$ cat config.mk
export PLATFORM = sky130hd
export DESIGN_NAME = serializer_ctrl
export DESIGN_NICKNAME = d
export VERILOG_FILES = /design/src/rtl/serializer_ctrl.sv
export SDC_FILE = /design/constraint.sdc
export NUM_CORES = 1
export LEC_CHECK = 0
export CAP_MARGIN = 20
export CORE_MARGIN = 4
export CORE_UTILIZATION = 45
export CTS_BUF_LIST = sky130_fd_sc_hd__clkbuf_8
export DETAILED_ROUTE_END_ITERATION = 7
export GPL_ROUTABILITY_DRIVEN = 0
export PLACE_DENSITY_LB_ADDON = 0.12
export SYNTH_ARGS = -nofsm -noshare
export SYNTH_HDL_FRONTEND = slang
export SYNTH_SLANG_ARGS = --single-unit
$ cat constraint.sdc
create_clock -name clk -period 7.4 [get_ports clk]
set_input_delay 1.48 -clock clk [delete_from_list [all_inputs] [get_ports clk]]
set_output_delay 1.48 -clock clk [all_outputs]
set_load 0.02 [all_outputs]
$ cat src/rtl/serializer_ctrl.sv
// serializer_ctrl: load sequencer for a group of PISO serializers sharing one
// serial clock. Words arrive on a valid/ready handshake into a 2-entry FIFO;
// every WIDTH clocks one word is presented on o_load_data with an o_load
// strobe that drives every channel's serializer write enable.
//
// Optional feature macro: SERIALIZER_CTRL_UNDERRUN_EN
//   defined   : an empty pop loads IDLE_WORD on every channel and sets the
//               sticky o_underrun flag (cleared by i_underrun_clr).
//   undefined : an empty pop repeats the previous load word; o_underrun is 0.
//
// Ports:
//   clk            serial clock, all logic on posedge
//   rst            asynchronous active-high reset
//   i_enable       run request
//   i_s_valid      input word valid
//   o_s_ready      FIFO can accept (decoded from registered state/count)
//   i_s_data       input word, channel c at [c*WIDTH +: WIDTH]
//   o_load         serializer write strobe, one cycle per WIDTH in RUN
//   o_load_data    word for the serializers, same packing as i_s_data
//   o_phase        bit phase, 0 on the load cycle
//   o_underrun     sticky empty-pop flag
//   i_underrun_clr clears o_underrun
module serializer_ctrl #(
   parameter int unsigned       WIDTH     = 10,
   parameter int unsigned       CHANNELS  = 3,
   parameter logic [WIDTH-1:0]  IDLE_WORD = 10'b1101010100
) (
   input  logic                         clk,
   input  logic                         rst,
   input  logic                         i_enable,
   input  logic                         i_s_valid,
   output logic                         o_s_ready,
   input  logic [CHANNELS*WIDTH-1:0]    i_s_data,
   output logic                         o_load,
   output logic [CHANNELS*WIDTH-1:0]    o_load_data,
   output logic [$clog2(WIDTH)-1:0]     o_phase,
   output logic                         o_underrun,
   input  logic                         i_underrun_clr
);

   localparam int unsigned DW = CHANNELS * WIDTH;
   localparam int unsigned PW = $clog2(WIDTH);

   localparam logic [DW-1:0] IDLE_REP   = {CHANNELS{IDLE_WORD}};
   localparam logic [PW-1:0] LAST_PHASE = PW'(WIDTH - 1);

   localparam logic [1:0] S_IDLE  = 2'd0;
   localparam logic [1:0] S_PRIME = 2'd1;
   localparam logic [1:0] S_RUN   = 2'd2;

   logic [1:0]    r_state;
   logic [1:0]    w_state_nxt;
   logic [1:0]    r_count;
   logic [DW-1:0] r_head;
   logic [DW-1:0] r_tail;
   logic [PW-1:0] r_phase;
   logic          r_load;
   logic [DW-1:0] r_load_data;
   logic          r_underrun;

   logic          w_last;
   logic          w_push;
   logic          w_pop;
   logic          w_pop_empty;

   assign w_last    = (r_phase == LAST_PHASE);
   assign o_s_ready = (r_state != S_IDLE) && (r_count < 2'd2);
   assign w_push    = i_s_valid && o_s_ready;

   // Next state and pop decisions
   always_comb begin
      w_state_nxt = r_state;
      w_pop       = 1'b0;
      w_pop_empty = 1'b0;
      case (r_state)
         S_IDLE: begin
            if (i_enable) w_state_nxt = S_PRIME;
         end
         S_PRIME: begin
            if (!i_enable) begin
               w_state_nxt = S_IDLE;
            end else if (r_count != 2'd0) begin
               w_pop       = 1'b1;
               w_state_nxt = S_RUN;
            end
         end
         S_RUN: begin
            // Disable is only honoured at the word boundary, with no pop
            if (w_last) begin
               if (!i_enable) begin
                  w_state_nxt = S_IDLE;
               end else if (r_count != 2'd0) begin
                  w_pop = 1'b1;
               end else begin
                  w_pop_empty = 1'b1;
               end
            end
         end
         default: w_state_nxt = S_IDLE;
      endcase
   end

   // State register
   always_ff @(posedge clk or posedge rst) begin
      if (rst) r_state <= S_IDLE;
      else     r_state <= w_state_nxt;
   end

   // 2-entry FIFO; head is always the oldest word
   always_ff @(posedge clk or posedge rst) begin
      if (rst) begin
         r_count <= 2'd0;
         r_head  <= '0;
         r_tail  <= '0;
      end else if (w_state_nxt == S_IDLE) begin
         r_count <= 2'd0;
      end else begin
         case ({w_push, w_pop})
            2'b10: begin
               if (r_count == 2'd0) r_head <= i_s_data;
               else                 r_tail <= i_s_data;
               r_count <= r_count + 2'd1;
            end
            2'b01: begin
               r_head  <= r_tail;
               r_count <= r_count - 2'd1;
            end
            // Push with pop only happens at count 1 (ready is low at 2)
            2'b11: r_head <= i_s_data;
            default: ;
         endcase
      end
   end

   // Phase counter, load strobe and load word
   always_ff @(posedge clk or posedge rst) begin
      if (rst) begin
         r_phase     <= '0;
         r_load      <= 1'b0;
         r_load_data <= IDLE_REP;
      end else begin
         r_load <= w_pop || w_pop_empty;
         if (r_state == S_RUN && w_state_nxt == S_RUN && !w_last)
            r_phase <= r_phase + PW'(1);
         else
            r_phase <= '0;
         if (w_state_nxt == S_IDLE)
            r_load_data <= IDLE_REP;
         else if (w_pop)
            r_load_data <= r_head;
`ifdef SERIALIZER_CTRL_UNDERRUN_EN
         else if (w_pop_empty)
            r_load_data <= IDLE_REP;
`endif
      end
   end

`ifdef SERIALIZER_CTRL_UNDERRUN_EN
   // Sticky underrun; a new event wins over a clear in the same cycle
   always_ff @(posedge clk or posedge rst) begin
      if (rst)                 r_underrun <= 1'b0;
      else if (w_pop_empty)    r_underrun <= 1'b1;
      else if (i_underrun_clr) r_underrun <= 1'b0;
   end
`else
   logic w_unused_clr;
   assign w_unused_clr = i_underrun_clr;

   always_ff @(posedge clk or posedge rst) begin
      if (rst) r_underrun <= 1'b0;
      else     r_underrun <= 1'b0;
   end
`endif

   assign o_load      = r_load;
   assign o_load_data = r_load_data;
   assign o_phase     = r_phase;
   assign o_underrun  = r_underrun;

endmodule

# After elaboration in Yosys (flattened, before gate mapping)
# Cells that the tools add are included.
dict set report totals {
  memories 0
  ram_bits 0
  output_inout_bits 37
  latch_bits 0
  register_bits 99
  rom_bits 0
}
dict set report classes {
  bitwise 2
  order_cmp 1
  div_mod_pow 0
  muxes 21
  n_addsub 3
  n_eq_ne 8
  shift 0
  reduce_logical 16
  multipliers 0
}
# cell count
set ops {}
lappend ops {{two-way mux 30 bit} 3}
lappend ops {{one-hot mux 30 bit (3 select lines)} 1}
lappend ops {{two-way mux 2 bit} 6}
lappend ops {{== test 2 bit, second input constant} 4}
lappend ops {{two-way mux 1 bit} 7}
lappend ops {{logical NOT 2 bit} 3}
lappend ops {{one-hot mux 2 bit (3 select lines)} 1}
lappend ops {{AND reduction 3 bit} 2}
lappend ops {{nonzero test 2 bit} 3}
lappend ops {{nonzero test 3 bit} 2}
lappend ops {{adder 4 x 1 -> 4 bit, second input constant} 1}
lappend ops {{== test 2 x 1 -> 1 bit, second input constant} 2}
lappend ops {{== test 4 bit, second input constant} 1}
lappend ops {{logical AND 1 bit} 4}
lappend ops {{two-way mux 4 bit} 1}
lappend ops {{one-hot mux 2 bit (2 select lines)} 1}
lappend ops {{adder 2 x 1 -> 2 bit, second input constant} 1}
lappend ops {{less-than comparator 2 bit, second input constant} 1}
lappend ops {{!= test 2 bit, second input constant} 1}
lappend ops {{NOT 1 bit} 2}
lappend ops {{one-hot mux 1 bit (2 select lines)} 1}
lappend ops {{subtractor 2 x 1 -> 2 bit, second input constant} 1}
lappend ops {{logical NOT 1 bit} 1}
lappend ops {{logical OR 1 bit} 1}

# Depth between registers and ports, before layout
# Gate-level depths: netlist of run 1.
dict set report depth {
  depth_word 8
  ltp_mapped 9
  ltp_nobuf 7
}

# Worst setup path before layout of run 1
# Ideal clock, no wire load.
dict set report synth_path {
  path_type {input to register}
  startpoint {in i_enable}
  endpoint {reg r_tail[0]}
  arrival_ns 2.932
  path_slack_ns 4.343
  cell_stages 7
  setup_ns 0.125
  path_cell_list {buf_2 > o21ai_0 > o32a_2 > buf_6 > nor2_4 > buf_8 > mux2_4}
}
dict set report synth_via {
  elab_chain_len 6
  elab_cells_between_ends 12
}
# element line_no
set synth_lines {}
lappend synth_lines {{start: declaration} 30} ;# input logic i_enable,
lappend synth_lines {{two-way mux 2 bit} 90} ;# if (!i_enable) begin
lappend synth_lines {{two-way mux 2 bit} 89} ;# if (w_last) begin
lappend synth_lines {{one-hot mux 2 bit (3 select lines)} 75} ;# case (r_state)
lappend synth_lines {{logical NOT 2 bit} 115} ;# end else if (w_state_nxt == S_IDLE) begin
lappend synth_lines {{NOT 1 bit (no line)} -}
lappend synth_lines {{AND reduction 3 bit (no line) (*)} -}
lappend synth_lines {{end signal: assignment} 121} ;# else r_tail <= i_s_data;
lappend synth_lines {{end: declaration} 55} ;# logic [DW-1:0] r_tail;
# Mark *: on every way between the ends. The rest lies on a longest branch, timed or not.
# A chain may end at the register's enable or synchronous reset.

# Worst setup path in the final report of run 1
dict set report layout_path {
  startpoint {in i_enable}
  endpoint {reg r_tail[29]}
}
# Same word-level chain as after synthesis.

==> flow_summary_export.csv, run 1 <==
group,metric,value,unit
clock_tree,postCtsResizedCells,0,
detailed_routing,drt_first_pass_iters,4,
logic_synthesis,synth_cells,354,
setup_path,ff2ff_path_depth,8,
grt,grt-ovfl-total,0,
power,seqPwrFrac,46.7,%
logic_synthesis,synth_edf_count,0,
min_path,holdCritPathClass,"reg2reg",
clock_tree,insertion_delay,0.37,ns
sta,finalSetupViolations,0,
detailed_routing,antenna_left,0,
setup_path,worst-setup-path-type,"in2reg",
power,power.leakage,2.481,nW
placement,place_hpwl,5910,µm
detailed_routing,routed_wl,9498,µm
clock_tree,cts.sinks,99,
logic_synthesis,ys.flop_type,"dfrtp_1",
sta,period_share,58.06,%
floorplan,placeableCoreArea,9910,µm²
detailed_routing,viasPerCell,5.154,
clock_tree,htreeDepth,3,
floorplan,start_util,46.97,%
sta,period_minus_slack,4.296,ns
grt,grt_max_degree,62,
floorplan,rows,36,
setup_path,start_kind,"input pin",
clock_tree,numCtsBuffers,9,
finish,area_growth,20.81,%
clock_tree,cts.clk_slew.worst_paths,0.09,ns
clock_tree,cts_tree,"done",
sta,fin_setup_tns,0,ns
detailed_routing,wl_per_cell,17.05,µm
sta,rsz0062_at_grt,"false",
sta,skew,0.005497,ns
setup_path,required,7.66,ns
logic_synthesis,ys_ff_latch,99,
sta,finalHoldViolations,0,
finish,final_layout_size_suffix_gt1_share,30.19,%
setup_path,r2r_setup_slack,4.11,ns
sta,max_slew_margin,30.39,%
logic_synthesis,async_reset_ff_share,100.0,%
min_path,hold_depth,2,
grt,grt_pass1_vias,3041,
power,switching_share,30.50,%
power,pwr_density_cell,298.0,nW/µm²
finish,n_antenna_cell,0,
clock_tree,postCtsSetupRepairBufs,0,
floorplan,dieHeight,109.7,µm
clock_tree,cts_max_path_buffers,2,
sta,worst_pin_slew,1.044,ns
grt,grt_pass1_wl,15700,µm
floorplan,die-area,12030,µm²
power,pwr-share-clk,20.2,%
outcome,status,"finished, final reports clean",
power,power.switching,0.0005111,W
power,max-vdd-ir-drop,0.0001339,V
setup_path,crit_path_end_kind,"flip-flop",
flow_run,drv_cap,0,
clock_tree,cts-root-buf,"clkbuf_8",
logic_synthesis,synth.avg_cell_area,13.15,µm²
setup_path,regToRegStartpoint,"r_state[0]$_DFF_PP0_",
setup_path,critical_path_arrival,4.56,ns
floorplan,die_x,109.7,µm
logic_synthesis,yosysSeqAreaShare,53.63,%
detailed_routing,drcViolationCount,0,
logic_synthesis,synth_area,4654,µm²
power,total_power,0.001676,W
sta,max_freq,232.8,MHz
detailed_routing,vias,2871,
logic_synthesis,synth_nets,395,
detailed_routing,drtIter0Drc,157,
floorplan,io_pins,72,
clock_tree,hold_buffers,0,
setup_path,rr_endpoint,"r_head[28]$_DFFE_PP0P_",
finish,nNetsFinal,460,
placement,io_buffers,69,
power,p_int,0.001165,W
grt,antenna_found_initial,0,
power,pwr-share-comb,33.1,%
min_path,min_from,"o_load_data[6]$_DFFE_PP1P_",
sta,maxSlewViolCount,0,
grt,grt_usage,17.09,%
min_path,hold_end,"o_load_data[6]$_DFFE_PP1P_",
setup_path,worst-path-max-fanout,19,
logic_synthesis,synth_cell_types,37,
logic_synthesis,ys_warn_count,0,
-- synth_stat cells (2+ instances only) --
| library cell | n | share of area, % |
|---|---|---|
| a211oi_1 | 2 | 0.32 |
| a21oi_1 | 18 | 1.9 |
| a31oi_1 | 3 | 0.40 |
| buf_2 | 3 | 0.32 |
| buf_6 | 4 | 0.97 |
| buf_8 | 3 | 0.97 |
| clkbuf_1 | 10 | 0.81 |
| dfrtp_1 | 84 | 45 |
| dfstp_2 | 15 | 8.5 |
| ha_1 | 6 | 1.6 |
| inv_1 | 4 | 0.32 |
| mux2_1 | 8 | 1.9 |
| mux2_2 | 22 | 5.3 |
| mux2_4 | 60 | 19 |
| nand2_1 | 62 | 5.0 |
| nand3_1 | 16 | 1.7 |
| nor2_1 | 8 | 0.65 |
| nor2_4 | 2 | 0.48 |
| o2111ai_1 | 2 | 0.38 |
| o21a_1 | 2 | 0.32 |
| o21ai_0 | 2 | 0.22 |
| xnor2_1 | 2 | 0.38 |
| xor2_1 | 2 | 0.38 |
-- sequential cells by signal, summed over array words and instances (netlist names) --
| signal | flops |
|---|---|
| o_load | 1 |
| o_phase | 4 |
| r_head | 30 |
| r_state | 2 |
| o_load_data | 30 |
| r_count | 2 |
| r_tail | 30 |
-- layer usage --
layer	vias up	share of wire (%)	global-route usage, %
li1	1345	-	-
met1	1456	47	22.98
met2	57	46	26.37
met3	13	5.3	5.872
met4	0	1.5	4.809
met5	-	0	0
-- worst max-delay path, cell delays in order --
cell	delay, ns
clkdlybuf4s50_1	0.74
o21ai_0	0.31
o32a_2	0.60
nor2_4	0.64
buf_4	0.43
mux2_4	0.33
-- worst max-delay path by stage --
| stage | start | endpoint | cells past startpoint |
|---|---|---|---|
| 6_report | i_enable | r_tail[29]$_DFFE_PP0P_ | 6 |
| 5_1_grt | i_enable | r_tail[5]$_DFFE_PP0P_ | 6 |
| 4_1_cts | i_enable | r_tail[29]$_DFFE_PP0P_ | 6 |
| 3_5_place_dp | i_enable | r_tail[29]$_DFFE_PP0P_ | 6 |
| 3_3_place_gp | i_enable | r_tail[13]$_DFFE_PP0P_ | 6 |
| 2_1_floorplan | rst | o_load$_DFF_PP0_ | 1 |
-- cell usage in the layout, fill, tap and decap left out, types with 2 or more instances in the layout --
master,n
nor2_4,2
a211oi_1,2
dfstp_2,15
nor2_1,8
clkinv_2,3
dfrtp_1,84
ha_1,6
nand3_1,16
clkdlybuf4s50_1,69
buf_4,6
a21oi_1,18
inv_1,3
clkbuf_8,12
xnor2_1,2
a31oi_1,3
mux2_2,22
nand2_1,62
xor2_1,2
mux2_4,60
o21ai_0,2
o21a_1,2
mux2_1,8
-- logic make-up after synthesis --
kind of cell / Yosys count / synth area share [%]
simple gates: 93 / 8.764
other cells: 1 / 0.08057
xor+xnor: 4 / 0.7528
mux: 91 / 26.83
compound gates: 35 / 4.785
buf+inv: 25 / 3.548
flops: 99 / 53.63
fa+ha+maj: 6 / 1.613
-- power by group through the flow --
| stage | combinational, W | clock, W | sequential, W |
|---|---|---|---|
| after floorplan | 0.000437 | 0 | 0.000776 |
| after global placement | 0.000548 | 0 | 0.000785 |
| after detailed placement | 0.000560 | 0 | 0.000789 |
| after CTS | 0.000563 | 0.000348 | 0.000782 |
| after global routing | 0.000597 | 0.000372 | 0.000803 |
| final | 0.000554 | 0.000339 | 0.000783 |
-- stage by stage --
stage	setup slack [ns]	utilization, %	instances	cell area (µm²)	hold WS, ns
floorplan	3.354	-	354	4654	0.4654
global placement	2.718	54.84	541	5434	0.4700
detailed placement	2.699	54.84	541	5434	0.4785
CTS	3.101	56.74	557	5623	0.4925
global route	3.031	56.74	557	5623	0.5109
finish	3.104	56.74	557	5623	0.4888
-- final cells by class --
type	instances	area, µm²
clock buffer	12	165.2
timing repair buffer	75	735.7
fill	866	4287
tap	133	166.4
multi-input combinational	230	2018
sequential	99	2496
clock inverter	4	23.77
inverter	4	17.52
Power figures use the tool's default switching activity.
==> inputs of run 2 (changes only) <==
==> constraint.sdc (replaced) <==
create_clock -name clk -period 4.1 [get_ports clk]
set_input_delay 0.82 -clock clk [delete_from_list [all_inputs] [get_ports clk]]
set_output_delay 0.82 -clock clk [all_outputs]
set_load 0.02 [all_outputs]
==> flow_summary_export.csv, run 2 (synthesized netlist as in run 1, its figures left out) <==
group,metric,value,unit
sta,finalSetupViolations,0,
sta,fin_setup_tns,0,ns
grt,grt_usage,17.09,%
finish,seqCellArea,2496,µm²
outcome,status,"finished, final reports clean",
sta,max_slew_margin,60.16,%
setup_path,worst-setup-path-type,"in2reg",
clock_tree,cts_tree,"done",
floorplan,io_pins,72,
setup_path,regToRegStartpoint,"r_state[0]$_DFF_PP0_",
grt,grt-ovfl-total,0,
clock_tree,cts-root-buf,"clkbuf_8",
power,pwr-share-clk,22.3,%
finish,area_growth,22.93,%
min_path,min_from,"o_load_data[2]$_DFFE_PP1P_",
power,pwr_density_cell,546.5,nW/µm²
setup_path,worstSetupStartpoint,"i_enable",
clock_tree,hold_buffers,0,
grt,grt_pass1_wl,15950,µm
clock_tree,htreeDepth,3,
finish,multi_input_area,2018,µm²
floorplan,placeableCoreArea,9910,µm²
floorplan,rows,36,
floorplan,die-area,12030,µm²
sta,fin_hold_ws,0.4889,ns
clock_tree,postCtsSetupRepairBufs,0,
sta,skew,0.01497,ns
sta,period_minus_slack,2.929,ns
sta,worst_pin_slew,0.5976,ns
min_path,holdCritPathClass,"reg2reg",
sta,rsz0062_at_grt,"false",
grt,antenna_found_initial,0,
finish,num-fill-cells,840,
floorplan,start_util,46.97,%
power,max-vdd-ir-drop,0.0002214,V
clock_tree,numCtsBuffers,9,
grt,grt_pass1_vias,3107,
finish,mostFrequentLayoutCell,"dfrtp_1",
detailed_routing,vias,2892,
clock_tree,cts_max_path_buffers,2,
power,power.switching,0.0009176,W
floorplan,dieHeight,109.7,µm
detailed_routing,wl_per_cell,16.76,µm
setup_path,worst-path-max-fanout,15,
sta,period_share,71.43,%
setup_path,critical_path_arrival,3.16,ns
flow_run,drv_cap,0,
placement,place_hpwl,6088,µm
clock_tree,insertion_delay,0.35,ns
power,p_int,0.002209,W
finish,layout.cells.most_common_list,"dfrtp_1 (84), clkdlybuf4s50_1 (69), nand2_1 (62)",
power,seqPwrFrac,45.2,%
clock_tree,cts.sinks,99,
sta,max_freq,341.5,MHz
floorplan,die_x,109.7,µm
finish,final_layout_size_suffix_gt1_share,30.77,%
finish,nNetsFinal,465,
detailed_routing,antenna_left,0,
detailed_routing,drcViolationCount,0,
placement,io_buffers,69,
finish,n_antenna_cell,0,
detailed_routing,routed_wl,9418,µm
grt,grt_max_degree,56,
setup_path,required,4.33,ns
clock_tree,cts.clk_slew.worst_paths,0.09,ns
detailed_routing,viasPerCell,5.146,
power,pwr-share-comb,32.5,%
power,power.leakage,2.525,nW
power,switching_share,29.34,%
setup_path,crit_path_end_kind,"flip-flop",
setup_path,start_kind,"input pin",
detailed_routing,drtIter0Drc,77,
clock_tree,postCtsResizedCells,0,
sta,finalHoldViolations,0,
sta,maxSlewViolCount,0,
detailed_routing,drt_first_pass_iters,4,
==> run 2: routing by layer <==
metal / vias up / GRT usage, % / wire length, µm
met5: - / 0 / 0
met4: 0 / 5.254 / 130
met1: 1466 / 23.55 / 4518
met2: 55 / 27.07 / 4365
li1: 1359 / - / -
met3: 12 / 3.817 / 403
==> run 2: layout make-up <==
cell class,instances,area share [%]
inverters,4,0.3061
clock buffers,10,2.405
flip-flops and latches,99,43.63
well taps,133,2.908
clock inverters,6,1.531
multi-input cells,230,35.27
repair buffers,80,13.95
==> run 2: power by group through the flow <==
stage	logic (W)	clock network, W	registers [W]
after floorplan	0.000788	0	0.00140
after global placement	0.00101	0	0.00141
after detailed placement	0.00102	0	0.00142
after CTS	0.00103	0.000718	0.00141
after global routing	0.00111	0.000751	0.00145
final	0.00102	0.000696	0.00141
==> run 2: per-stage QoR <==
stage	power (W)	utilization, %	setup slack [ns]	std cells	cell area, µm²
2_1_floorplan	0.002190	-	0.7144	354	4654
5_1_grt	0.003308	57.74	1.054	562	5722
6_report	0.003127	57.74	1.171	562	5722
4_1_cts	0.003166	57.74	1.189	562	5722
3_5_place_dp	0.002448	55.47	0.8413	546	5497
3_3_place_gp	0.002423	55.47	0.8582	546	5497
==> run 2: worst paths after layout <==
path / to / slack (ns) / cells after the start
setup / recovery: r_tail[28]$_DFFE_PP0P_ / 1.17 / 6
hold / removal: o_load_data[2]$_DFFE_PP1P_ / 0.49 / 2
setup reg to reg: r_tail[28]$_DFFE_PP0P_ / 1.23 / 9
hold reg to reg: o_load_data[2]$_DFFE_PP1P_ / 0.49 / 2
max in group asynchronous: o_load_data[19]$_DFFE_PP1P_ / 2.49 / 3
min in group asynchronous: r_tail[13]$_DFFE_PP0P_ / 0.87 / 2
==> run 2: critical path, stage by stage <==
cell	delay (ns)
clkdlybuf4s50_1	0.75
o21ai_0	0.32
o32a_2	0.47
nor2_4	0.13
buf_4	0.33
mux2_4	0.33
